### config.mk
export PLATFORM = sky130hd
export DESIGN_NAME = inst_fetch_buffer
export DESIGN_NICKNAME = d
export VERILOG_FILES = /design/src/rtl/inst_fetch_buffer.sv
export SDC_FILE = /design/constraint.sdc
export NUM_CORES = 1
export LEC_CHECK = 0
export BUFFER_PORTS_ARGS = -buffer_cell sky130_fd_sc_hd__buf_2
export CAP_MARGIN = 20
export CORE_MARGIN = 1.5
export CORE_UTILIZATION = 54
export DETAILED_ROUTE_END_ITERATION = 6
export PLACE_DENSITY_LB_ADDON = 0.3
export REMOVE_ABC_BUFFERS = 1
export SYNTH_ARGS = -nofsm -noshare
export SYNTH_HDL_FRONTEND = slang
export SYNTH_SLANG_ARGS = --single-unit
### constraint.sdc
create_clock -name clk -period 2.3 [get_ports clk]
set_input_delay 0.46 -clock clk [delete_from_list [all_inputs] [get_ports clk]]
set_output_delay 0.46 -clock clk [all_outputs]
set_load 0.02 [all_outputs]
### src/rtl/inst_fetch_buffer.sv
// Instruction fetch stage: accepts PCs, issues word reads over req/ack,
// and queues {pc, instruction} pairs for decode in a small FIFO.
module inst_fetch_buffer #(
  parameter int          DEPTH    = 2,
  parameter logic [31:0] RESET_PC = 32'h00400020
) (
  input  logic        clk,
  input  logic        rst_n,
  input  logic [31:0] pc_in,
  input  logic        pc_valid,
  output logic        pc_stall,
  input  logic        flush,
  output logic [31:0] imem_addr,
  output logic        imem_req,
  input  logic        imem_ack,
  input  logic [31:0] imem_rdata,
  output logic [31:0] inst_out,
  output logic [31:0] inst_pc,
  output logic        inst_valid,
  input  logic        inst_ready,
  output logic        fetch_err
);

  localparam int PW = $clog2(DEPTH);
  localparam int CW = PW + 1;

  typedef enum logic [1:0] {
    IDLE  = 2'd0,
    REQ   = 2'd1,
    DRAIN = 2'd2
  } state_e;

  state_e          state_q, state_d;
  logic [31:0]     addr_q, addr_d;
  logic            req_q, req_d;
  logic            err_q, err_d;
  logic [CW-1:0]   count_q, count_d;
  logic [PW-1:0]   wr_ptr_q, rd_ptr_q;
  logic [31:0]     mem_inst_q [DEPTH];
  logic [31:0]     mem_pc_q   [DEPTH];

  logic            room_s, accept_s, push_s, pop_s;

  // A flush in the same cycle empties the FIFO, so the redirect target always has room
  assign room_s   = flush | (count_q < CW'(DEPTH));
  assign accept_s = (state_q == IDLE) & room_s & pc_valid;
  assign pc_stall = pc_valid & ~((state_q == IDLE) & room_s);
  assign push_s   = (state_q == REQ) & imem_ack & ~flush;
  assign pop_s    = (count_q != CW'(0)) & inst_ready;

  assign imem_addr  = addr_q;
  assign imem_req   = req_q;
  assign fetch_err  = err_q;
  assign inst_valid = (count_q != CW'(0));
  assign inst_out   = mem_inst_q[rd_ptr_q];
  assign inst_pc    = mem_pc_q[rd_ptr_q];

  // Fetch FSM next-state and request/address/error control
  always_comb begin
    state_d = state_q;
    addr_d  = addr_q;
    req_d   = req_q;
    err_d   = err_q;
    case (state_q)
      IDLE: begin
        if (accept_s) begin
          if (pc_in[1:0] == 2'b00) begin
            addr_d  = pc_in;
            req_d   = 1'b1;
            state_d = REQ;
          end else begin
            err_d = 1'b1;
          end
        end else begin
          state_d = IDLE;
        end
      end
      REQ: begin
        if (imem_ack) begin
          req_d   = 1'b0;
          state_d = IDLE;
        end else if (flush) begin
          state_d = DRAIN;
        end else begin
          state_d = REQ;
        end
      end
      DRAIN: begin
        if (imem_ack) begin
          req_d   = 1'b0;
          state_d = IDLE;
        end else begin
          state_d = DRAIN;
        end
      end
      default: begin
        req_d   = 1'b0;
        state_d = IDLE;
      end
    endcase
  end

  // FIFO occupancy; flush overrides any push or pop
  always_comb begin
    count_d = count_q;
    if (flush) begin
      count_d = CW'(0);
    end else if (push_s && !pop_s) begin
      count_d = count_q + CW'(1);
    end else if (pop_s && !push_s) begin
      count_d = count_q - CW'(1);
    end else begin
      count_d = count_q;
    end
  end

  // Control state registers
  always_ff @(posedge clk or negedge rst_n) begin
    if (!rst_n) begin
      state_q <= IDLE;
      addr_q  <= RESET_PC;
      req_q   <= 1'b0;
      err_q   <= 1'b0;
      count_q <= CW'(0);
    end else begin
      state_q <= state_d;
      addr_q  <= addr_d;
      req_q   <= req_d;
      err_q   <= err_d;
      count_q <= count_d;
    end
  end

  // FIFO storage and pointers
  always_ff @(posedge clk or negedge rst_n) begin
    if (!rst_n) begin
      wr_ptr_q <= PW'(0);
      rd_ptr_q <= PW'(0);
      for (int i = 0; i < DEPTH; i++) begin
        mem_inst_q[i] <= 32'h0;
        mem_pc_q[i]   <= 32'h0;
      end
    end else if (flush) begin
      wr_ptr_q <= PW'(0);
      rd_ptr_q <= PW'(0);
    end else begin
      if (push_s) begin
        mem_inst_q[wr_ptr_q] <= imem_rdata;
        mem_pc_q[wr_ptr_q]   <= addr_q;
        wr_ptr_q             <= wr_ptr_q + PW'(1);
      end
      if (pop_s) begin
        rd_ptr_q <= rd_ptr_q + PW'(1);
      end
    end
  end

endmodule

==> impl_metrics.ini, run 1 <==
[synth]
postSynth.topFlopCell = sky130_fd_sc_hd__dfrtp_1
syn-mean-instance-area_um2 = 15.82
yosys.cell_types.count = 31
netlist.area_leader.share_pct = 57.20
synth_top_area_cell = sky130_fd_sc_hd__dfrtp_1
flip_flop_and_latch_count_after_synthesis = 168
async_set_reset_flop_share_out_of_synthesis_pct = 100.0
postSynthCellCount = 459
ys_warn_count = 0
sequential_to_total_area_share_from_yosys_stat_pct = 57.93
synth-edff-count = 0
synth_area_um2 = 7262
synthTopCellsByArea = sky130_fd_sc_hd__dfrtp_1, sky130_fd_sc_hd__mux2_2, sky130_fd_sc_hd__buf_6

[run]
maxCapViolations = 0

[global_route]
grt_util_all_layers_pct = 20.88
largest_net_degree_at_the_start_of_global_routing = 71
use_met3_pct = 5.172
grt_most_used_layer = met2
grt_antenna_before_repair = 0
use_met1_pct = 26.16
grt_first_pass_wirelength_um = 23100
grt_overflow = 0
use_met2_pct = 35.17
first_global_vias = 4704

[clock_tree]
cts_post_setup_buffers_inserted = 0
ctsRootBufferMaster = sky130_fd_sc_hd__clkbuf_16
cts.reportedPaths.clkPinSlew_ps = 60
post_cts_resized = 0
clock_latency_ps = 420
cts_tree = built
clock_path_buffers = 2
cts_inserted_buffers = 17
ctsHtreeMaxLevel = 4
cts_sinks = 168

[critical_path]
critical_path.endpoint_type = register
rrSetupSlack_ps = 230
critical_path_required_ps = 2600
cpPeakStageDelay_ps = 420
critical_path.reg2reg.startpoint = state_q[1]
worstPathMaxFanout = 64
path_class = reg -> reg
timing.critical_path.max_delay_family = buffers and inverters
reg2reg_capture_point = mem_pc_q[32]
cp.arrival_ps = 2370
timing.critical_path.from = state_q[1]
crit_path_top_delay_cell = sky130_fd_sc_hd__dfrtp_1
worst-path-buf-inv = 2
worstPathCellList = inv_1 > ha_1 > nand2_2 > nor3_4 > buf_12 > mux2_2
timing.critical_path.from_type = register
worstRegToRegCells = 6

[cells_and_area]
fin_util_pct = 67.40
syn_to_final_growth_pct = 22.42
layout.filler_cells = 938
diodes = 0
layout_cells_sized_above_1_pct = 68.27
net_count_final = 707

[worst_hold_path]
cell_depth_of_the_worst_hold_path = 2
timing.hold.worst_endpoint = imem_addr[21]
class_of_the_tightest_hold_or_removal_check = in -> reg
hold_path_startpoint = pc_in[21]

[timing]
report.final.slew_viol_count = 0
min_period_ps = 2071
setup_ws_ps = 229.4
finClkSkew_ps = 6.811
final_critical_path_share_of_the_clock_period_pct = 90.02
rsz0062_at_grt = no
max_clock_freq_mhz = 483.0
slew_headroom_pct = 74.20
setup_viol_count_final = 0
timing.final.hold_violations = 0
worst-slew-pin-transition_ps = 387.0

[power]
sequentialPowerShare_pct = 41.0
switching_share_pct = 32.36
total_leakage_power_nw = 4.365
pwr-share-clk_pct = 26.2
power.ir.vdd_worst_uv = 616.7
power_density_cells_nw_per_um2 = 1214
total_internal_power_mw = 7.298
power_switching_mw = 3.491
power.share.combinational_pct = 32.8

[place]
preCtsSetupSlack_ps = 233.4
dp_hpwl_um = 9180
finalWeightedCongestion = 0.7745
portBuffers = 169

[drt]
routedWlPerCell_um = 16.88
final_antenna_net_count = 0
post_drt_via_cell_ratio = 5.297
drt-initial-drc-count = 142
detail_route.wirelength_um = 13870
dr.pass1.iters = 5
drt_drc_violations_left = 0
dr_total_vias = 4354

[floorplanning]
fp.coreArea_um2 = 13190
die_span_x_um = 119.0
rows = 42
die_area_um2 = 14150
dieHeight_um = 119.0
starting_utilization_of_the_core_area_pct = 55.06
io_pins = 170

[status]
outcome = complete, no violations
[synthesized netlist by cell type (all sizes together), types with 2 or more instances]
cell	number
mux2	226
dfrtp	166
buf	22
nor2b	5
ha	4
inv	4
nor2	4
a21oi	3
clkbuf	3
dfstp	2
nand2b	2
nand4	2
nor3	2
o21ai	2
xor2	2
[area by class of cell]
class	count	area (um^2)	share of cell area, %
flip-flops and latches	168	4208	47.33
multi-input cells	262	2834	31.88
repair buffers	180	1012	11.39
clock buffers	21	480.5	5.405
well taps	176	220.2	2.477
clock inverters	11	120.1	1.351
inverters	4	15.01	0.1689
[state kept, by name, indices dropped and copies added, names as in the netlist]
register,cells
fetch_err,1
count_q,2
mem_inst_q,64
imem_req,1
state_q,2
imem_addr,32
rd_ptr_q,1
mem_pc_q,64
wr_ptr_q,1
[power by group through the flow]
stage | Combinational [mW] | Sequential [mW] | Clock [mW]
after floorplan | 2.25 | 4.55 | 0
after global placement | 3.47 | 4.39 | 0
after detailed placement | 3.57 | 4.48 | 0
after CTS | 3.59 | 4.43 | 2.90
after global routing | 3.79 | 4.56 | 3.03
final | 3.54 | 4.43 | 2.82
[how the worst max path moves through the flow]
stage               cells past startpoint  slack (ps)              to
finish                                  6         230    mem_pc_q[32]
global route                            6          90    mem_pc_q[52]
CTS                                     3         200    inst_out[28]
detailed placement                      6         230    mem_pc_q[46]
global placement                        6         370  mem_inst_q[38]
floorplan                               5        -590  mem_inst_q[32]
[placed cells by master (no fill, tap or decap), types with 2 or more instances in the layout]
cell type	n
sky130_fd_sc_hd__dfstp_2	2
sky130_fd_sc_hd__clkinvlp_4	3
sky130_fd_sc_hd__xor2_1	2
sky130_fd_sc_hd__inv_1	4
sky130_fd_sc_hd__buf_2	168
sky130_fd_sc_hd__bufinv_16	2
sky130_fd_sc_hd__mux2_2	221
sky130_fd_sc_hd__dfrtp_1	165
sky130_fd_sc_hd__nor2b_1	5
sky130_fd_sc_hd__clkbuf_16	17
sky130_fd_sc_hd__buf_12	6
sky130_fd_sc_hd__a21oi_1	3
sky130_fd_sc_hd__mux2_1	5
sky130_fd_sc_hd__clkinv_2	4
sky130_fd_sc_hd__ha_1	4
sky130_fd_sc_hd__o21ai_0	2
sky130_fd_sc_hd__nor2_1	4
sky130_fd_sc_hd__buf_4	4
sky130_fd_sc_hd__clkbuf_8	4
[repair_timing]
action	4_1_cts	5_1_grt
endpoints found under the setup margin	0	0
endpoints found under the hold margin	18	0
hold buffers	1	0
[cell families (layout without fill, tap and decap cells)]
family / after synthesis / count (layout) / share of synthesized area, %
mux: 227 / 227 / 35.18
flops: 168 / 168 / 57.93
buf+inv: 29 / 216 / 3.187
simple gates: 21 / 21 / 2.068
compound gates: 8 / 8 / 0.7064
xor+xnor: 2 / 2 / 0.2413
fa+ha+maj: 4 / 4 / 0.6892
[metal layers]
metal	share of wire [%]	up-vias
li1	-	2002
met4	1.4	0
met2	51	119
met1	43	2216
met3	4.9	17
met5	0	-
[through the flow]
stage | setup TNS (ps) | cell area (um^2) | total power [mW] | hold WS, ps | cells
floorplan | -74150 | 7046 | 6.798 | 164.4 | 434
global placement | 0 | 8279 | 7.866 | 316.6 | 789
detailed placement | 0 | 8279 | 8.050 | 322.1 | 789
CTS | 0 | 8890 | 10.93 | 240.7 | 822
global route | 0 | 8890 | 11.38 | 249.7 | 822
finish | 0 | 8890 | 10.79 | 262.8 | 822
(Power assumes the default switching activity.)
==> run 2, diff against run 1 <==
CORE_UTILIZATION = 58   (was 54)
clock period = 2.7 ns   (was 2.3 ns; I/O delays follow)
==> impl_metrics.ini, run 2 (synthesis gave the netlist of run 1 again) <==
[run]
maxCapViolations = 0

[floorplanning]
die_span_x_um = 114.9
dieHeight_um = 114.9
fp.coreArea_um2 = 12110
io_pins = 170
starting_utilization_of_the_core_area_pct = 59.96
rows = 40
die_area_um2 = 13200

[place]
portBuffers = 169
place.detailed.instances = 780
placedInstanceArea_um2 = 8224
dp_hpwl_um = 9121
finalWeightedCongestion = 0.7537

[cells_and_area]
fin_util_pct = 72.87
stdcell_count = 811
layout_commonest_cell = sky130_fd_sc_hd__mux2_2
diodes = 0
layout.filler_cells = 800
net_count_final = 705
mostFrequentLayoutCells = sky130_fd_sc_hd__mux2_2, sky130_fd_sc_hd__buf_2, sky130_fd_sc_hd__dfrtp_1
final_cell_area_um2 = 8826
syn_to_final_growth_pct = 21.54
layout_cells_sized_above_1_pct = 68.12

[worst_hold_path]
class_of_the_tightest_hold_or_removal_check = in -> async

[critical_path]
critical_path.reg2reg.startpoint = state_q[1]
critical_path_required_ps = 2160
worstRegToRegCells = 6
critical_path.endpoint_type = output pin
cp.arrival_ps = 1870
reg2reg_capture_point = mem_inst_q[38]
worstPathMaxFanout = 57
path_class = reg -> out
timing.critical_path.from_type = register
rrSetupSlack_ps = 620

[power]
total_leakage_power_nw = 4.347
sequentialPowerShare_pct = 41.2
power_density_cells_nw_per_um2 = 1041
power_switching_mw = 2.933
switching_share_pct = 31.94
total_internal_power_mw = 6.251
power.share.combinational_pct = 32.7
power.ir.vdd_worst_uv = 664.4
pwr-share-clk_pct = 26.2

[clock_tree]
cts-hold-fix-buffers = 0
ctsRootBufferMaster = sky130_fd_sc_hd__clkbuf_16
cts_sinks = 168
clock_latency_ps = 420
cts_inserted_buffers = 17
ctsHtreeMaxLevel = 4
cts.reportedPaths.clkPinSlew_ps = 60
cts_post_setup_buffers_inserted = 0
clock_path_buffers = 2
cts_tree = built
post_cts_resized = 0

[timing]
final_critical_path_share_of_the_clock_period_pct = 89.11
timing.final.hold_violations = 0
max_clock_freq_mhz = 415.6
rsz0062_at_grt = no
min_period_ps = 2406
slew_headroom_pct = 58.75
finClkSkew_ps = 10.02
worst-slew-pin-transition_ps = 618.8
setup_viol_count_final = 0
final.hold.worst_slack_ps = 110.3
report.final.slew_viol_count = 0
sum_of_negative_setup_slack_ps = 0

[global_route]
grt_util_all_layers_pct = 22.03
grt_first_pass_wirelength_um = 22240
first_global_vias = 4542
grt_antenna_before_repair = 0
grt_overflow = 0
largest_net_degree_at_the_start_of_global_routing = 70

[status]
outcome = complete, no violations

[drt]
drt_drc_violations_left = 0
dr_total_vias = 4315
routedWlPerCell_um = 16.65
drt-initial-drc-count = 183
post_drt_via_cell_ratio = 5.321
dr.pass1.iters = 4
final_antenna_net_count = 0
detail_route.wirelength_um = 13510
run 2: cell types whose count changed in the layout (fill, tap and decap cells not counted), sizes merged:
cell / delta
inv: -1
clkinv: -2
dlygate4sd3: -1
clkinvlp: -1
clkbuf: +3
buf: -1
run 2: worst max-delay path by stage:
| stage | from | endpoint | cells past startpoint |
|---|---|---|---|
| finish | rd_ptr_q | inst_pc[6] | 3 |
| global route | rd_ptr_q | inst_pc[6] | 3 |
| CTS | rd_ptr_q | inst_pc[28] | 3 |
| detailed placement | state_q[1] | mem_inst_q[60] | 6 |
| global placement | state_q[1] | mem_inst_q[58] | 6 |
| floorplan | state_q[1] | mem_inst_q[32] | 5 |
run 2: cell type report:
| class | instances | area (um^2) | area share [%] |
|---|---|---|---|
| Sequential cell | 168 | 4208 | 47.68 |
| Timing Repair Buffer | 178 | 957.2 | 10.84 |
| Clock inverter | 7 | 90.09 | 1.021 |
| Tap cell | 168 | 210.2 | 2.382 |
| Inverter | 4 | 15.01 | 0.1701 |
| Clock buffer | 24 | 511.7 | 5.798 |
| Multi-Input combinational cell | 262 | 2834 | 32.11 |
run 2: through the flow:
| stage | setup slack, ps | power (mW) |
|---|---|---|
| 2_1_floorplan | -193.8 | 5.791 |
| 3_3_place_gp | 708.6 | 6.699 |
| 3_5_place_dp | 614.7 | 6.836 |
| 4_1_cts | 262.4 | 9.277 |
| 5_1_grt | 206.6 | 9.678 |
| 6_report | 294.1 | 9.184 |
run 2: critical path, cell delays in order (launching register included):
cell,delay (ps)
sky130_fd_sc_hd__dfrtp_2,520
sky130_fd_sc_hd__buf_12,350
sky130_fd_sc_hd__mux2_2,390
sky130_fd_sc_hd__buf_2,160
run 2: power by group through the flow:
stage	Clock [mW]	Sequential, mW	Combinational (mW)
finish	2.41	3.78	3.00
global route	2.55	3.90	3.23
CTS	2.45	3.79	3.04
detailed placement	0	3.82	3.01
global placement	0	3.75	2.95
floorplan	0	3.88	1.91
run 2: per-layer routing:
metal  track usage [%]  up-vias  part of all wire (%)
li1                  -     1995                     -
met1             26.85     2183                    42
met2             37.54      121                    50
met3             6.431       16                   6.4
met4             7.901        0                   1.4
met5                 0        -                     0
==> run 3, diff against run 2 <==
--- a/constraint.sdc
+++ b/constraint.sdc
@@ -3,2 +3,2 @@
 set_output_delay 0.54 -clock clk [all_outputs]
-set_load 0.02 [all_outputs]
+set_load 0.05 [all_outputs]
==> impl_metrics.ini, run 3 (synthesis gave the netlist of run 1 again) <==
[timing]
worst-slew-pin-transition_ps = 617.9
max_clock_freq_mhz = 422.1
setup_viol_count_final = 0
min_period_ps = 2369
report.final.slew_viol_count = 0
rsz0062_at_grt = no
sum_of_negative_setup_slack_ps = 0
finClkSkew_ps = 4.681
final_critical_path_share_of_the_clock_period_pct = 87.75
timing.final.hold_violations = 0
final.hold.worst_slack_ps = 117.9
slew_headroom_pct = 58.81

[place]
dp_hpwl_um = 9602
finalWeightedCongestion = 0.7503
portBuffers = 169
placedInstanceArea_um2 = 8244

[power]
power.ir.vdd_worst_uv = 933.8
power.share.combinational_pct = 42.3
power_density_cells_nw_per_um2 = 1209
power_switching_mw = 4.459
sequentialPowerShare_pct = 35.6
total_internal_power_mw = 6.200
total_leakage_power_nw = 4.339
pwr-share-clk_pct = 22.1
switching_share_pct = 41.84

[critical_path]
path_class = reg -> out
critical_path_required_ps = 2160
worstPathMaxFanout = 31
timing.critical_path.from_type = register
cp.arrival_ps = 1830
worst-path-buf-inv = 2
timing.critical_path.max_delay_family = flip-flops
reg2reg_capture_point = mem_inst_q[62]
critical_path.reg2reg.startpoint = state_q[1]
rrSetupSlack_ps = 640
worstRegToRegCells = 6
worstPathCellList = buf_12 > mux2_2 > buf_2
critical_path.endpoint_type = output pin
cpPeakStageDelay_ps = 550
crit_path_top_delay_cell = sky130_fd_sc_hd__dfrtp_2

[global_route]
first_global_vias = 4581
grt_overflow = 0
largest_net_degree_at_the_start_of_global_routing = 70
grt_antenna_before_repair = 0
grt_first_pass_wirelength_um = 22390
grt_util_all_layers_pct = 22.31

[drt]
dr_total_vias = 4346
drt_drc_violations_left = 0
post_drt_via_cell_ratio = 5.352
routedWlPerCell_um = 17.25
detail_route.wirelength_um = 14010
dr.pass1.iters = 4
drt-initial-drc-count = 172
final_antenna_net_count = 0

[floorplanning]
die_area_um2 = 13200
starting_utilization_of_the_core_area_pct = 59.96
dieHeight_um = 114.9
fp.coreArea_um2 = 12110
rows = 40
io_pins = 170
die_span_x_um = 114.9

[cells_and_area]
layout_cells_sized_above_1_pct = 67.55
mostFrequentLayoutCells = sky130_fd_sc_hd__mux2_2, sky130_fd_sc_hd__buf_2, sky130_fd_sc_hd__dfrtp_1
layout_commonest_cell = sky130_fd_sc_hd__mux2_2
syn_to_final_growth_pct = 21.38
multi_input_area_um2 = 2834
seqCellArea_um2 = 4208
layout.filler_cells = 838
final_cell_area_um2 = 8815
fin_util_pct = 72.78
net_count_final = 706
diodes = 0

[status]
outcome = complete, no violations

[clock_tree]
cts_post_setup_buffers_inserted = 0
cts_inserted_buffers = 17
clock_path_buffers = 2
ctsRootBufferMaster = sky130_fd_sc_hd__clkbuf_16
clock_latency_ps = 420
cts.reportedPaths.clkPinSlew_ps = 60
cts_sinks = 168
ctsHtreeMaxLevel = 4
cts_tree = built
cts-hold-fix-buffers = 0
post_cts_resized = 0

[run]
maxCapViolations = 0

[worst_hold_path]
class_of_the_tightest_hold_or_removal_check = in -> async
==> run 3: layout make-up <==
type / instances / area share (%)
multi-input cells: 262 / 32.15
well taps: 168 / 2.385
inverters: 4 / 0.1703
repair buffers: 179 / 11.09
clock inverters: 9 / 1.434
flip-flops and latches: 168 / 47.74
clock buffers: 22 / 5.039
==> run 3: power by group through the flow <==
stage | clock (mW) | sequential [mW] | combinational [mW]
after global placement | 0 | 3.75 | 4.45
after detailed placement | 0 | 3.84 | 4.53
final | 2.36 | 3.79 | 4.51
after floorplan | 0 | 4.24 | 3.06
after CTS | 2.40 | 3.80 | 4.55
after global routing | 2.50 | 3.90 | 4.72
==> run 3: per-layer routing <==
layer	global-route usage, %	vias up	wire length [um]
li1	-	1993	-
met1	26.39	2198	5852
met2	38.33	131	7020
met3	6.537	24	835
met4	9.218	0	297
met5	0	-	0
==> run 3: per-stage QoR <==
| step | power [mW] | std cells | setup WS [ps] |
|---|---|---|---|
| final | 10.66 | 812 | 330.7 |
| after global routing | 11.12 | 812 | 269.3 |
| after CTS | 10.75 | 812 | 306.9 |
| after detailed placement | 8.363 | 781 | 641.8 |
| after global placement | 8.200 | 781 | 707.6 |
| after floorplan | 7.297 | 434 | -193.8 |
==> run 3: worst register-to-register path: stages (launching register included) <==
cell and delay, ps:
sky130_fd_sc_hd__dfrtp_1 410, sky130_fd_sc_hd__inv_1 90, sky130_fd_sc_hd__ha_1 300, sky130_fd_sc_hd__nand2_2 150
sky130_fd_sc_hd__nor3_4 150, sky130_fd_sc_hd__buf_4 430, sky130_fd_sc_hd__mux2_2 420
==> run 3: how the worst max path moves through the flow <==
| stage | from | endpoint | slack (ps) | depth (start not counted) |
|---|---|---|---|---|
| floorplan | state_q[1] | mem_inst_q[32] | -190 | 5 |
| global placement | state_q[1] | mem_inst_q[58] | 710 | 6 |
| detailed placement | state_q[1] | mem_inst_q[62] | 640 | 6 |
| CTS | rd_ptr_q | inst_pc[23] | 310 | 3 |
| global route | rd_ptr_q | inst_pc[23] | 270 | 3 |
| finish | rd_ptr_q | inst_pc[0] | 330 | 3 |
